<file path="src/rtl/cordic_pkg.sv">
// Shared CORDIC definitions: width helpers, FSM states, 1/K constant and the 32-bit atan table
// (2^32 = 2*pi) used by both the vectoring and the rotation CORDIC.
package cordic_pkg;

    localparam int unsigned CNT_W      = 5;
    localparam int unsigned ATAN_W     = 32;
    localparam int unsigned INV_K      = 159188;
    localparam int unsigned INV_K_FRAC = 18;

    typedef enum logic [1:0] {
        IDLE,
        ITER,
        DONE,
        GAIN
    } state_e;

    function automatic int unsigned cordic_wr(input int unsigned in_width, input int unsigned extra);
        return in_width + extra + 2;
    endfunction

    function automatic int unsigned cordic_wz(input int unsigned in_width, input int unsigned extra);
        return in_width + extra;
    endfunction

    function automatic int unsigned cordic_stg(input int unsigned in_width, input int unsigned extra);
        return in_width + extra - 1;
    endfunction

    // atan(2^-n) scaled so that 2^32 is one full turn
    function automatic logic [ATAN_W-1:0] atan32(input logic [CNT_W-1:0] n);
        case (n)
            5'd0:    return 32'd536870912;
            5'd1:    return 32'd316933406;
            5'd2:    return 32'd167458907;
            5'd3:    return 32'd85004756;
            5'd4:    return 32'd42667331;
            5'd5:    return 32'd21354465;
            5'd6:    return 32'd10679838;
            5'd7:    return 32'd5340245;
            5'd8:    return 32'd2670163;
            5'd9:    return 32'd1335087;
            5'd10:   return 32'd667544;
            5'd11:   return 32'd333772;
            5'd12:   return 32'd166886;
            5'd13:   return 32'd83443;
            5'd14:   return 32'd41722;
            5'd15:   return 32'd20861;
            5'd16:   return 32'd10430;
            5'd17:   return 32'd5215;
            5'd18:   return 32'd2608;
            5'd19:   return 32'd1304;
            5'd20:   return 32'd652;
            5'd21:   return 32'd326;
            5'd22:   return 32'd163;
            5'd23:   return 32'd81;
            5'd24:   return 32'd41;
            5'd25:   return 32'd20;
            5'd26:   return 32'd10;
            5'd27:   return 32'd5;
            5'd28:   return 32'd3;
            5'd29:   return 32'd1;
            5'd30:   return 32'd1;
            default: return 32'd0;
        endcase
    endfunction

endpackage

</file>
<file path="src/rtl/cordic_atan_rom.sv">
// Combinational atan lookup: iteration index n -> atan(2^-n) rounded to WZ bits (2^WZ = 2*pi).
module cordic_atan_rom
    import cordic_pkg::*;
#(
    parameter int unsigned WZ = 20
) (
    input  logic [CNT_W-1:0] n,
    output logic [WZ-1:0]    atan_c
);

    localparam int unsigned        SH   = ATAN_W - WZ;
    localparam logic [ATAN_W:0]    HALF = ((ATAN_W + 1)'(1) << SH) >> 1;

    logic [ATAN_W:0] rounded;

    always_comb begin
        rounded = {1'b0, atan32(n)} + HALF;
        atan_c  = WZ'(rounded >> SH);
    end

endmodule

</file>
<file path="src/rtl/cordic_vector_iter.sv">
// Folded vectoring-mode CORDIC: one (I,Q) sample -> magnitude and phase every STG+1 clocks.
// Define CORDIC_GAIN_COMP_EN to add a GAIN state that scales the magnitude by 1/K.
module cordic_vector_iter
    import cordic_pkg::*;
#(
    parameter  int unsigned IN_WIDTH   = 16,
    parameter  int unsigned EXTRA_BITS = 4,
    localparam int unsigned WR         = cordic_wr(IN_WIDTH, EXTRA_BITS),
    localparam int unsigned WZ         = cordic_wz(IN_WIDTH, EXTRA_BITS)
) (
    input  logic                clock,
    input  logic                reset_n,
    input  logic                in_valid,
    output logic                in_ready,
    input  logic [IN_WIDTH-1:0] in_I,
    input  logic [IN_WIDTH-1:0] in_Q,
    output logic                out_valid,
    output logic [WR-1:0]       out_mag,
    output logic [WZ-1:0]       out_phase
);

    localparam int unsigned          STG       = cordic_stg(IN_WIDTH, EXTRA_BITS);
    localparam logic [CNT_W-1:0]     N_LAST    = CNT_W'(STG - 2);
    localparam logic signed [WZ-1:0] Z_QUARTER = WZ'(1) << (WZ - 2);

    state_e                state, state_d;
    logic                  load, iter_en, emit;
    logic [CNT_W-1:0]      n;
    logic signed [WR-1:0]  x, y;
    logic signed [WZ-1:0]  z;
    logic                  zero_flag;
    logic [WZ-1:0]         atan_c;
    logic signed [WR-1:0]  ext_i, ext_q;
    logic signed [WR-1:0]  x_sr, y_sr, x_step, y_step;
    logic                  x_rb, y_rb;
    logic [WR-1:0]         mag_c;

    cordic_atan_rom #(.WZ(WZ)) u_atan (
        .n      (n),
        .atan_c (atan_c)
    );

    always_ff @(posedge clock) begin
        if (!reset_n) begin
            state    <= IDLE;
            in_ready <= 1'b0;
        end else begin
            state    <= state_d;
            in_ready <= (state_d == IDLE);
        end
    end

    always_comb begin
        state_d = state;
        load    = 1'b0;
        iter_en = 1'b0;
        emit    = 1'b0;
        case (state)
            IDLE: begin
                if (in_valid && in_ready) begin
                    load    = 1'b1;
                    state_d = ITER;
                end
            end
            ITER: begin
                iter_en = 1'b1;
                if (n == N_LAST) state_d = DONE;
            end
            DONE: begin
`ifdef CORDIC_GAIN_COMP_EN
                state_d = GAIN;
`else
                emit    = 1'b1;
                state_d = IDLE;
`endif
            end
            GAIN: begin
`ifdef CORDIC_GAIN_COMP_EN
                emit    = 1'b1;
`endif
                state_d = IDLE;
            end
            default: state_d = IDLE;
        endcase
    end

    // Input scaling plus rounded arithmetic shifts (round half up via the last bit shifted out)
    always_comb begin
        ext_i  = WR'($signed(in_I)) <<< EXTRA_BITS;
        ext_q  = WR'($signed(in_Q)) <<< EXTRA_BITS;
        x_sr   = x >>> n;
        y_sr   = y >>> n;
        x_rb   = (n != '0) && (((x >> (n - CNT_W'(1))) & WR'(1)) != '0);
        y_rb   = (n != '0) && (((y >> (n - CNT_W'(1))) & WR'(1)) != '0);
        x_step = x_sr + WR'(x_rb);
        y_step = y_sr + WR'(y_rb);
    end

    // Pre-rotation by -/+ pi/2 puts the vector in the right half-plane before iterating
    always_ff @(posedge clock) begin
        if (!reset_n) begin
            x         <= '0;
            y         <= '0;
            z         <= '0;
            n         <= '0;
            zero_flag <= 1'b0;
        end else if (load) begin
            if (!in_Q[IN_WIDTH-1]) begin
                x <= ext_q;
                y <= -ext_i;
                z <= Z_QUARTER;
            end else begin
                x <= -ext_q;
                y <= ext_i;
                z <= -Z_QUARTER;
            end
            zero_flag <= (in_I == '0) && (in_Q == '0);
            n         <= '0;
        end else if (iter_en) begin
            if (!y[WR-1]) begin
                x <= x + y_step;
                y <= y - x_step;
                z <= z + atan_c;
            end else begin
                x <= x - y_step;
                y <= y + x_step;
                z <= z - atan_c;
            end
            n <= n + CNT_W'(1);
        end
    end

`ifdef CORDIC_GAIN_COMP_EN
    localparam int unsigned              PW        = WR + INV_K_FRAC;
    localparam logic [WR+INV_K_FRAC-1:0] PROD_HALF = PW'(1) << (INV_K_FRAC - 1);

    logic [PW-1:0] prod;

    always_comb begin
        prod  = PW'($unsigned(x)) * PW'(INV_K);
        mag_c = WR'((prod + PROD_HALF) >> INV_K_FRAC);
    end
`else
    always_comb begin
        mag_c = $unsigned(x);
    end
`endif

    always_ff @(posedge clock) begin
        if (!reset_n) begin
            out_valid <= 1'b0;
            out_mag   <= '0;
            out_phase <= '0;
        end else begin
            out_valid <= emit;
            if (emit) begin
                out_mag   <= mag_c;
                out_phase <= zero_flag ? '0 : z;
            end
        end
    end

endmodule

</file>
<file path="config.mk">
export PLATFORM = sky130hd
export DESIGN_NAME = cordic_vector_iter
export DESIGN_NICKNAME = d
export VERILOG_FILES = /design/src/rtl/cordic_pkg.sv /design/src/rtl/cordic_atan_rom.sv /design/src/rtl/cordic_vector_iter.sv
export SDC_FILE = /design/constraint.sdc
export NUM_CORES = 1
export LEC_CHECK = 0
export ABC_AREA = 1
export CAP_MARGIN = 10
export CORE_ASPECT_RATIO = 1.25
export CORE_MARGIN = 2
export CORE_UTILIZATION = 35
export DETAILED_ROUTE_END_ITERATION = 16
export PLACE_DENSITY = 0.63
export SLEW_MARGIN = 20
export SYNTH_ARGS = -nofsm -noshare
export SYNTH_HDL_FRONTEND = slang
export SYNTH_SLANG_ARGS = --single-unit
</file>
<file path="constraint.sdc">
create_clock -name clock -period 17.61 [get_ports clock]
set_clock_uncertainty 0.2 [all_clocks]
set_input_delay 4.4025 -clock clock [delete_from_list [all_inputs] [get_ports clock]]
set_output_delay 4.4025 -clock clock [all_outputs]
set_load 0.02 [all_outputs]
</file>
==> flow_metrics.env, run 1 <==
export IMPL_outcome="finished, final reports clean"
export IMPL_clockRootBuffer="sky130_fd_sc_hd__clkbuf_16"
export IMPL_design_final_nets=2526
export IMPL_die_height_um=229
export IMPL_wl_um=51600
export IMPL_cts_reportedPaths_clkPinSlew_ns=0.08
export IMPL_floorplan_initialDensity_pct=35.4
export IMPL_grt_pass1_vias=15005
export IMPL_cts_hold_buffers=0
export IMPL_timing_critical_path_mode_cell="sky130_fd_sc_hd__nand2_1"
export IMPL_grt_setup_unrepaired="no"
export IMPL_startpoint_type="flop"
export IMPL_drt_antenna_violating_nets=0
export IMPL_stdcell_area_um2=15800
export IMPL_finalMaxSlewViolations=0
export IMPL_syn_num_nets=2504
export IMPL_post_dp_cell_area_um2=15200
export IMPL_ioPinCount=79
export IMPL_synthesis_yosys_warnings=0
export IMPL_synth_cell_types=57
export IMPL_max_slew_margin_pct=27.3
export IMPL_clock_latency_ns=0.43
export IMPL_grt_start_max_net_pins=71
export IMPL_syn_std_cell_area_um2=14100
export IMPL_ys_top_cells_by_area="sky130_fd_sc_hd__dfxtp_1, sky130_fd_sc_hd__nand2_1, sky130_fd_sc_hd__nand3_1"
export IMPL_synth_seq_area_share_pct=19.1
export IMPL_avgViaCountPerCell=5.49
export IMPL_clock_tree_buffer_depth=2
export IMPL_endpoint_kind="flop"
export IMPL_synth_seq_cells=135
export IMPL_criticalPathCategory="reg2reg"
export IMPL_h_tree_depth=4
export IMPL_grt_remaining_overflow=0
export IMPL_postCtsResizedCells=0
export IMPL_tritoncts_num_buffers=17
export IMPL_groute_usage_overall_pct=24.1
export IMPL_power_density_nw_per_um2=121
export IMPL_area_growth_synth_to_final_pct=12.1
export IMPL_critPathSlowestCell="sky130_fd_sc_hd__xnor2_1"
export IMPL_yosys_most_used_dff="sky130_fd_sc_hd__dfxtp_1"
export IMPL_clock_tree_from_tritoncts="built"
export IMPL_max_clock_freq_mhz=129
export IMPL_final_period_minus_worst_setup_slack_ns=7.74
export IMPL_post_synth_top_count_cell="sky130_fd_sc_hd__nand2_1"
export IMPL_worst_setup_path_startpoint="n[1]"
export IMPL_max_stage_delay_on_crit_path_ns=0.56
export IMPL_max_cap_violations=0
export IMPL_timing_final_hold_violations=0
export IMPL_avgSynthCellArea_um2=5.92
export IMPL_core_region_area_um2=39900
export IMPL_netlist_top_cell_by_area="sky130_fd_sc_hd__dfxtp_1"
export IMPL_routedWlPerCell_um=17.7
export IMPL_dpl_hpwl_um=40700
export IMPL_wire_length_of_the_first_global_routing_pass_um=80300
export IMPL_hold_path_class="reg2reg"
export IMPL_number_of_vias_after_detailed_routing=16040
export IMPL_tightest_slew_ns=1.09
export IMPL_power_leakage_nw=7.28
export IMPL_post_layout_total_power_mw=1.92
export IMPL_fin_setup_tns_ns=0
export IMPL_count_of_flip_flops_with_a_built_in_enable_after_synthesis=0
export IMPL_post_route_drc_count=0
export IMPL_critPathRequiredTime_ns=17.71
export IMPL_floorplan_die_width_um=184
export IMPL_crit_reg2reg_launch="n[1]"
export IMPL_dr_pass1_iters=5
export IMPL_hold_path_startpoint="out_phase[15]"
export IMPL_synth_top_cells_by_count="sky130_fd_sc_hd__nand2_1, sky130_fd_sc_hd__inv_1, sky130_fd_sc_hd__nand3_1"
export IMPL_synth_top_cell_area_share_pct=19.1
export IMPL_dr_first_iter_drc_count=1227
export IMPL_synthesis_instances=2384
export IMPL_row_count=82
export IMPL_gpl_final_weighted_congestion=0.946
export IMPL_synth_async_sr_flop_share_pct=0
export IMPL_fp_dieArea_um2=42000
export IMPL_critPathArrivalTime_ns=7.84
export IMPL_numPortBuffers=78
export IMPL_setup_viol=0
export IMPL_fin_crit_share_pct=43.9
export IMPL_path_max_fanout=48
export IMPL_antenna_found_initial=0
export IMPL_post_route_cells_drive_above_1_share_pct=4.84
export IMPL_post_route_worst_setup_slack_ns=9.87
export IMPL_placed_cells_incl_taps=2891
export IMPL_post_place_ws_ns=9.51
export IMPL_numClockSinks=135
export IMPL_post_cts_repair_setup_buffers=0
export IMPL_antenna_cells=0
export IMPL_vdd_ir_drop_max_mv=0.0759
export IMPL_final_cell_count_no_fill=2923
[logic make-up (layout without fill, tap and decap cells)]
family                   count (synthesis)  in the layout  share of synthesized area (%)
adder cells (fa/ha/maj)                 85             85                           7.69
XOR/XNOR                                93             93                           5.77
flip-flops                             135            135                           19.1
buffers and inverters                  361            396                           10.3
multiplexers                             1              1                         0.0709
AO/OA/AOI/OAI                          498            498                           20.1
AND/OR/NAND/NOR                       1211           1211                           36.9
[worst max-delay path, delay by kind of cell, from the launching register on]
family	cells	cell delay (ns)
and+or+nand+nor	11	1.44
xor gates and xnor gates	3	1.33
DFF	1	0.31
buffers and inverters	4	1.22
AOI/OAI and AO/OA	10	1.73
adders and majority gates	4	1.30
[power by group]
group | internal (mW) | total, mW | switching [mW]
logic | 0.388 | 1.17 | 0.779
registers | 0.334 | 0.382 | 0.0480
clock network | 0.192 | 0.372 | 0.180
[metal layers]
metal | vias to the layer above | wire length (µm) | track usage, %
li1 | 8006 | - | -
met2 | 450 | 26300 | 44.2
met1 | 7473 | 20800 | 28.0
met5 | - | 0 | 0
met3 | 111 | 1970 | 1.99
met4 | 0 | 2450 | 11.2
[area by class of cell]
| type | instances | area [µm²] |
|---|---|---|
| well taps | 504 | 631 |
| inverters | 270 | 1020 |
| clock buffers | 17 | 425 |
| fillers | 4353 | 24100 |
| clock inverters | 15 | 184 |
| multi-input cells | 1888 | 9970 |
| repair buffers | 94 | 896 |
| flip-flops and latches | 135 | 2700 |
[path summary, 6_finish.rpt]
path	end	slack [ns]	cells past startpoint
setup / recovery	mag_c[17]	9.87	32
hold / removal	out_phase[15]	0.28	2
setup reg to reg	mag_c[17]	9.87	32
hold reg to reg	out_phase[15]	0.28	2
[cells in the final DEF, fill, tap and decap left out, drive strengths merged, types with 19 or more instances in the layout]
cell type | Yosys | routed
a31oi | 33 | 33
a21oi | 159 | 159
xor2 | 60 | 60
nor2 | 220 | 220
inv | 264 | 269
nor3 | 28 | 28
o21ai | 197 | 197
dfxtp | 135 | 135
nand2 | 662 | 662
ha | 82 | 82
o31ai | 19 | 19
nand3 | 238 | 238
nand4 | 28 | 28
xnor2 | 33 | 33
clkdlybuf4s50 | 0 | 77
[metrics by stage]
stage	util, %	hold WS [ns]
finish	39.6	0.275
CTS	39.6	0.278
global route	39.6	0.300
global placement	38.1	0.262
floorplan	-	0.257
detailed placement	38.1	0.266
No activity file was read; power rests on OpenSTA's default activity.
==> run 2, diff against run 1 <==
==> constraint.sdc (replaced) <==
create_clock -name clock -period 8.05 [get_ports clock]
set_clock_uncertainty 0.2 [all_clocks]
set_input_delay 2.0125 -clock clock [delete_from_list [all_inputs] [get_ports clock]]
set_output_delay 2.0125 -clock clock [all_outputs]
set_load 0.02 [all_outputs]
==> flow_metrics.env, run 2 (synthesis results as in run 1) <==
export IMPL_fin_setup_tns_ns=0
export IMPL_avgViaCountPerCell=5.50
export IMPL_core_region_area_um2=39900
export IMPL_groute_layer_met1_usage_pct=27.5
export IMPL_clock_tree_from_tritoncts="built"
export IMPL_post_route_drc_count=0
export IMPL_floorplan_initialDensity_pct=35.4
export IMPL_post_route_worst_setup_slack_ns=1.33
export IMPL_design_final_nets=2530
export IMPL_dpl_hpwl_um=41500
export IMPL_max_slew_margin_pct=41.8
export IMPL_endpoint_kind="flop"
export IMPL_drt_antenna_violating_nets=0
export IMPL_area_growth_synth_to_final_pct=11.8
export IMPL_antenna_cells=0
export IMPL_dr_first_iter_drc_count=1149
export IMPL_wl_um=52400
export IMPL_tightest_slew_ns=0.870
export IMPL_row_count=82
export IMPL_numClockSinks=135
export IMPL_cts_reportedPaths_clkPinSlew_ns=0.07
export IMPL_vdd_ir_drop_max_mv=0.215
export IMPL_number_of_vias_after_detailed_routing=16092
export IMPL_fp_dieArea_um2=42000
export IMPL_finalMaxSlewViolations=0
export IMPL_power_switching_fraction_pct=52.0
export IMPL_max_clock_freq_mhz=149
export IMPL_fin_crit_share_pct=83.5
export IMPL_dr_pass1_iters=7
export IMPL_grt_pass1_vias=14983
export IMPL_timing_final_hold_violations=0
export IMPL_postCtsResizedCells=0
export IMPL_critPathRequiredTime_ns=8.17
export IMPL_critPathArrivalTime_ns=6.85
export IMPL_criticalPathCategory="reg2reg"
export IMPL_setup_viol=0
export IMPL_path_max_fanout=43
export IMPL_power_leakage_nw=7.26
export IMPL_outcome="finished, final reports clean"
export IMPL_grt_start_max_net_pins=70
export IMPL_p_switching_mw=2.16
export IMPL_gpl_final_weighted_congestion=1.04
export IMPL_clock_latency_ns=0.44
export IMPL_floorplan_die_width_um=184
export IMPL_ioPinCount=79
export IMPL_grt_busiest_layer="met2"
export IMPL_timing_hold_ws_ns=0.267
export IMPL_critPathSlowestCell="sky130_fd_sc_hd__ha_1"
export IMPL_seqPwrFrac_pct=20.3
export IMPL_clockRootBuffer="sky130_fd_sc_hd__clkbuf_16"
export IMPL_grt_setup_unrepaired="no"
export IMPL_final_period_minus_worst_setup_slack_ns=6.72
export IMPL_groute_layer_met3_usage_pct=3.15
export IMPL_p_int_mw=1.99
export IMPL_cts_hold_buffers=0
export IMPL_post_cts_repair_setup_buffers=0
export IMPL_die_height_um=229
export IMPL_max_stage_delay_on_crit_path_ns=0.45
export IMPL_max_cap_violations=0
export IMPL_grt_remaining_overflow=0
export IMPL_power_density_nw_per_um2=263
export IMPL_wire_length_of_the_first_global_routing_pass_um=81000
export IMPL_grtUsageMet2_pct=44.9
export IMPL_startpoint_type="flop"
export IMPL_hold_path_class="reg2reg"
export IMPL_layout_cells_most_common="sky130_fd_sc_hd__nand2_1"
export IMPL_comb_power_share_pct=61.3
export IMPL_numPortBuffers=78
export IMPL_antenna_found_initial=0
export IMPL_post_route_cells_drive_above_1_share_pct=4.95
export IMPL_tritoncts_num_buffers=17
export IMPL_groute_usage_overall_pct=24.5
export IMPL_h_tree_depth=4
export IMPL_routedWlPerCell_um=17.9
export IMPL_post_place_ws_ns=1.45
export IMPL_clockPowerShare_pct=18.4
export IMPL_clock_tree_buffer_depth=2
export IMPL_final_cell_mix="sky130_fd_sc_hd__nand2_1, sky130_fd_sc_hd__inv_1, sky130_fd_sc_hd__nand3_1, sky130_fd_sc_hd__nor2_1, sky130_fd_sc_hd__o21ai_0"
## run 2: cell types whose count changed in the layout (fill, tap and decap cells not counted), sizes merged
cell and delta:
inv +2, clkinv -6, clkbuf +1, buf +4, clkinvlp +2
## run 2: power by group through the flow
stage	logic, mW	registers [mW]	clock network [mW]
final	2.54	0.840	0.765
after global routing	2.85	0.843	0.799
after CTS	2.52	0.838	0.774
after detailed placement	2.51	0.854	0
after global placement	2.49	0.854	0
after floorplan	1.89	0.790	0
## run 2: stage by stage
stage                     power (mW)  utilization [%]  std cells  cell area [µm²]
after floorplan                 2.68                -       2384            14100
after global placement          3.35             38.2       2895            15200
after detailed placement        3.36             38.2       2895            15200
after CTS                       4.14             39.6       2926            15800
after global routing            4.49             39.6       2926            15800
final                           4.15             39.6       2926            15800
## run 2: layout make-up
class	count	area [µm²]
fill	4299	24100
multi-input combinational	1888	9970
sequential	135	2700
inverter	270	1020
timing repair buffer	98	926
tap	504	631
clock buffer	18	439
clock inverter	13	109
## run 2: critical path, delay by kind of cell (launching register included)
family          cells  cell delay [ns]
compound gates     12             2.20
fa+ha+maj           4             1.31
simple gates       11             1.29
buf+inv             5             0.83
xor+xnor            2             0.40
flops               1             0.33
## run 2: path summary, 6_finish.rpt
check                                      to  cells past startpoint     startpoint  slack (ns)
worst max-delay path                    y[17]                     34           n[0]        1.33
worst min-delay path            out_phase[16]                      2  out_phase[16]        0.27
worst max register to register          y[17]                     34           n[0]        1.33
worst min register to register  out_phase[16]                      2  out_phase[16]        0.27
## run 2: layer usage
layer  vias up  routed length [µm]
met3       137                2380
met5         -                   0
li1       8002                   -
met4         0                2790
met1      7476               20300
met2       477               26900
==> run 3, diff against run 2 <==
==> constraint.sdc (replaced) <==
create_clock -name clock -period 6.85 [get_ports clock]
set_clock_uncertainty 0.2 [all_clocks]
set_input_delay 1.7125 -clock clock [delete_from_list [all_inputs] [get_ports clock]]
set_output_delay 1.7125 -clock clock [all_outputs]
set_load 0.02 [all_outputs]
==> flow_metrics.env, run 3 (synthesis results as in run 1) <==
export IMPL_cts_reportedPaths_clkPinSlew_ns=0.07
export IMPL_timing_final_hold_violations=0
export IMPL_power_leakage_nw=7.40
export IMPL_final_cell_mix="sky130_fd_sc_hd__nand2_1, sky130_fd_sc_hd__inv_1, sky130_fd_sc_hd__nand3_1, sky130_fd_sc_hd__nor2_1, sky130_fd_sc_hd__o21ai_0"
export IMPL_grt_remaining_overflow=0
export IMPL_dr_first_iter_drc_count=1073
export IMPL_finalMaxSlewViolations=0
export IMPL_grt_setup_unrepaired="no"
export IMPL_area_growth_synth_to_final_pct=13.5
export IMPL_max_clock_freq_mhz=157
export IMPL_fp_dieArea_um2=42000
export IMPL_critPathArrivalTime_ns=6.51
export IMPL_timing_critical_path_mode_cell="sky130_fd_sc_hd__nand2_1"
export IMPL_final_period_minus_worst_setup_slack_ns=6.38
export IMPL_clock_latency_ns=0.44
export IMPL_crit_reg2reg_launch="n[0]"
export IMPL_drt_antenna_violating_nets=0
export IMPL_gpl_final_weighted_congestion=0.945
export IMPL_power_density_nw_per_um2=313
export IMPL_placed_cells_incl_taps=2911
export IMPL_tightest_slew_ns=1.16
export IMPL_post_route_cells_drive_above_1_share_pct=5.82
export IMPL_core_region_area_um2=39900
export IMPL_routedWlPerCell_um=18.3
export IMPL_hold_path_cell_count=2
export IMPL_max_stage_delay_on_crit_path_ns=0.40
export IMPL_path_max_fanout=43
export IMPL_outcome="finished, final reports clean"
export IMPL_timing_reg2reg_setup_slack_ns=0.47
export IMPL_numPortBuffers=78
export IMPL_dr_pass1_iters=6
export IMPL_final_cell_count_no_fill=2943
export IMPL_design_final_nets=2546
export IMPL_wl_um=53700
export IMPL_antenna_found_initial=0
export IMPL_endpoint_kind="flop"
export IMPL_avgViaCountPerCell=5.42
export IMPL_stdcell_area_um2=16000
export IMPL_timing_hold_ws_ns=0.267
export IMPL_tritoncts_num_buffers=17
export IMPL_hold_path_class="reg2reg"
export IMPL_r2r_worst_path_cells=34
export IMPL_grt_start_max_net_pins=59
export IMPL_max_cap_violations=0
export IMPL_numClockSinks=135
export IMPL_floorplan_die_width_um=184
export IMPL_vdd_ir_drop_max_mv=0.221
export IMPL_groute_usage_overall_pct=25.3
export IMPL_startpoint_type="flop"
export IMPL_floorplan_initialDensity_pct=35.4
export IMPL_max_slew_margin_pct=22.1
export IMPL_h_tree_depth=4
export IMPL_wire_length_of_the_first_global_routing_pass_um=83200
export IMPL_worstSetupEndpoint="mag_c[21]"
export IMPL_grt_pass1_vias=15303
export IMPL_ioPinCount=79
export IMPL_clock_tree_from_tritoncts="built"
export IMPL_post_route_drc_count=0
export IMPL_critPathRequiredTime_ns=6.98
export IMPL_setup_viol=0
export IMPL_critPathSlowestCell="sky130_fd_sc_hd__a211oi_1"
export IMPL_layout_cells_most_common="sky130_fd_sc_hd__nand2_1"
export IMPL_post_dp_cell_area_um2=15400
export IMPL_fin_crit_share_pct=93.1
export IMPL_rr_endpoint="mag_c[21]"
export IMPL_clock_tree_buffer_depth=2
export IMPL_antenna_cells=0
export IMPL_number_of_vias_after_detailed_routing=15952
export IMPL_criticalPathCategory="reg2reg"
export IMPL_fin_setup_tns_ns=0
export IMPL_die_height_um=229
export IMPL_dpl_hpwl_um=43200
export IMPL_row_count=82
export IMPL_clockRootBuffer="sky130_fd_sc_hd__clkbuf_16"
export IMPL_worst_setup_path_startpoint="n[0]"
[run 3: cell count changes in the layout (fill, tap and decap cells not counted), moves of 2 or more]
cell	previous run	this run
sky130_fd_sc_hd__nor4_1	10	8
sky130_fd_sc_hd__inv_8	1	3
sky130_fd_sc_hd__clkinvlp_4	6	4
sky130_fd_sc_hd__buf_4	20	35
sky130_fd_sc_hd__bufinv_16	0	2
[run 3: critical path: cells and delay by family, from the launching register on]
kind | cells | cell delay, ns
XOR/XNOR | 2 | 0.66
AO/OA/AOI/OAI | 7 | 1.56
adder cells (fa/ha/maj) | 4 | 1.20
flip-flops | 1 | 0.39
buffers and inverters | 4 | 0.44
AND/OR/NAND/NOR | 17 | 1.79
[run 3: through the flow]
step           total power, mW  worst slack (ns)  util, %
2_1_floorplan             3.15              1.07        -
3_3_place_gp              3.96             0.189     38.5
3_5_place_dp              3.98             0.176     38.5
4_1_cts                   4.96             0.160     40.0
5_1_grt                   5.43            0.0548     40.1
6_report                  5.01             0.475     40.1
[run 3: how the worst min path moves through the flow]
stage / end / startpoint
6_report: out_phase[16] / out_phase[16]
5_1_grt: out_phase[13] / out_phase[13]
4_1_cts: out_phase[16] / out_phase[16]
3_5_place_dp: out_phase[16] / out_phase[16]
3_3_place_gp: out_phase[16] / out_phase[16]
2_1_floorplan: z[13] / z[13]
[run 3: final cells by class]
class / count / area [µm²]
fillers: 4382 / 23900
multi-input cells: 1888 / 10000
flip-flops and latches: 135 / 2700
repair buffers: 114 / 1050
inverters: 270 / 1020
well taps: 504 / 631
clock buffers: 19 / 453
clock inverters: 13 / 158
[run 3: timing repair]
action / CTS / global route
endpoints found under the setup margin: 0 / 10
hold buffers: 0 / 0
resized for setup: 0 / 9
setup buffers: 0 / 0
[run 3: report_power, final]
| part | internal [mW] | switching (mW) |
|---|---|---|
| Sequential | 0.860 | 0.127 |
| Clock | 0.567 | 0.410 |
| Combinational | 1.01 | 2.03 |
| Total | 2.44 | 2.57 |
[run 3: per-layer routing]
| layer | up-vias | track usage (%) | wire, µm |
|---|---|---|---|
| met3 | 135 | 2.84 | 2090 |
| met2 | 419 | 46.9 | 27700 |
| met4 | 0 | 13.7 | 2970 |
| met5 | - | 0 | 0 |
| met1 | 7352 | 27.8 | 21000 |
| li1 | 8046 | - | - |
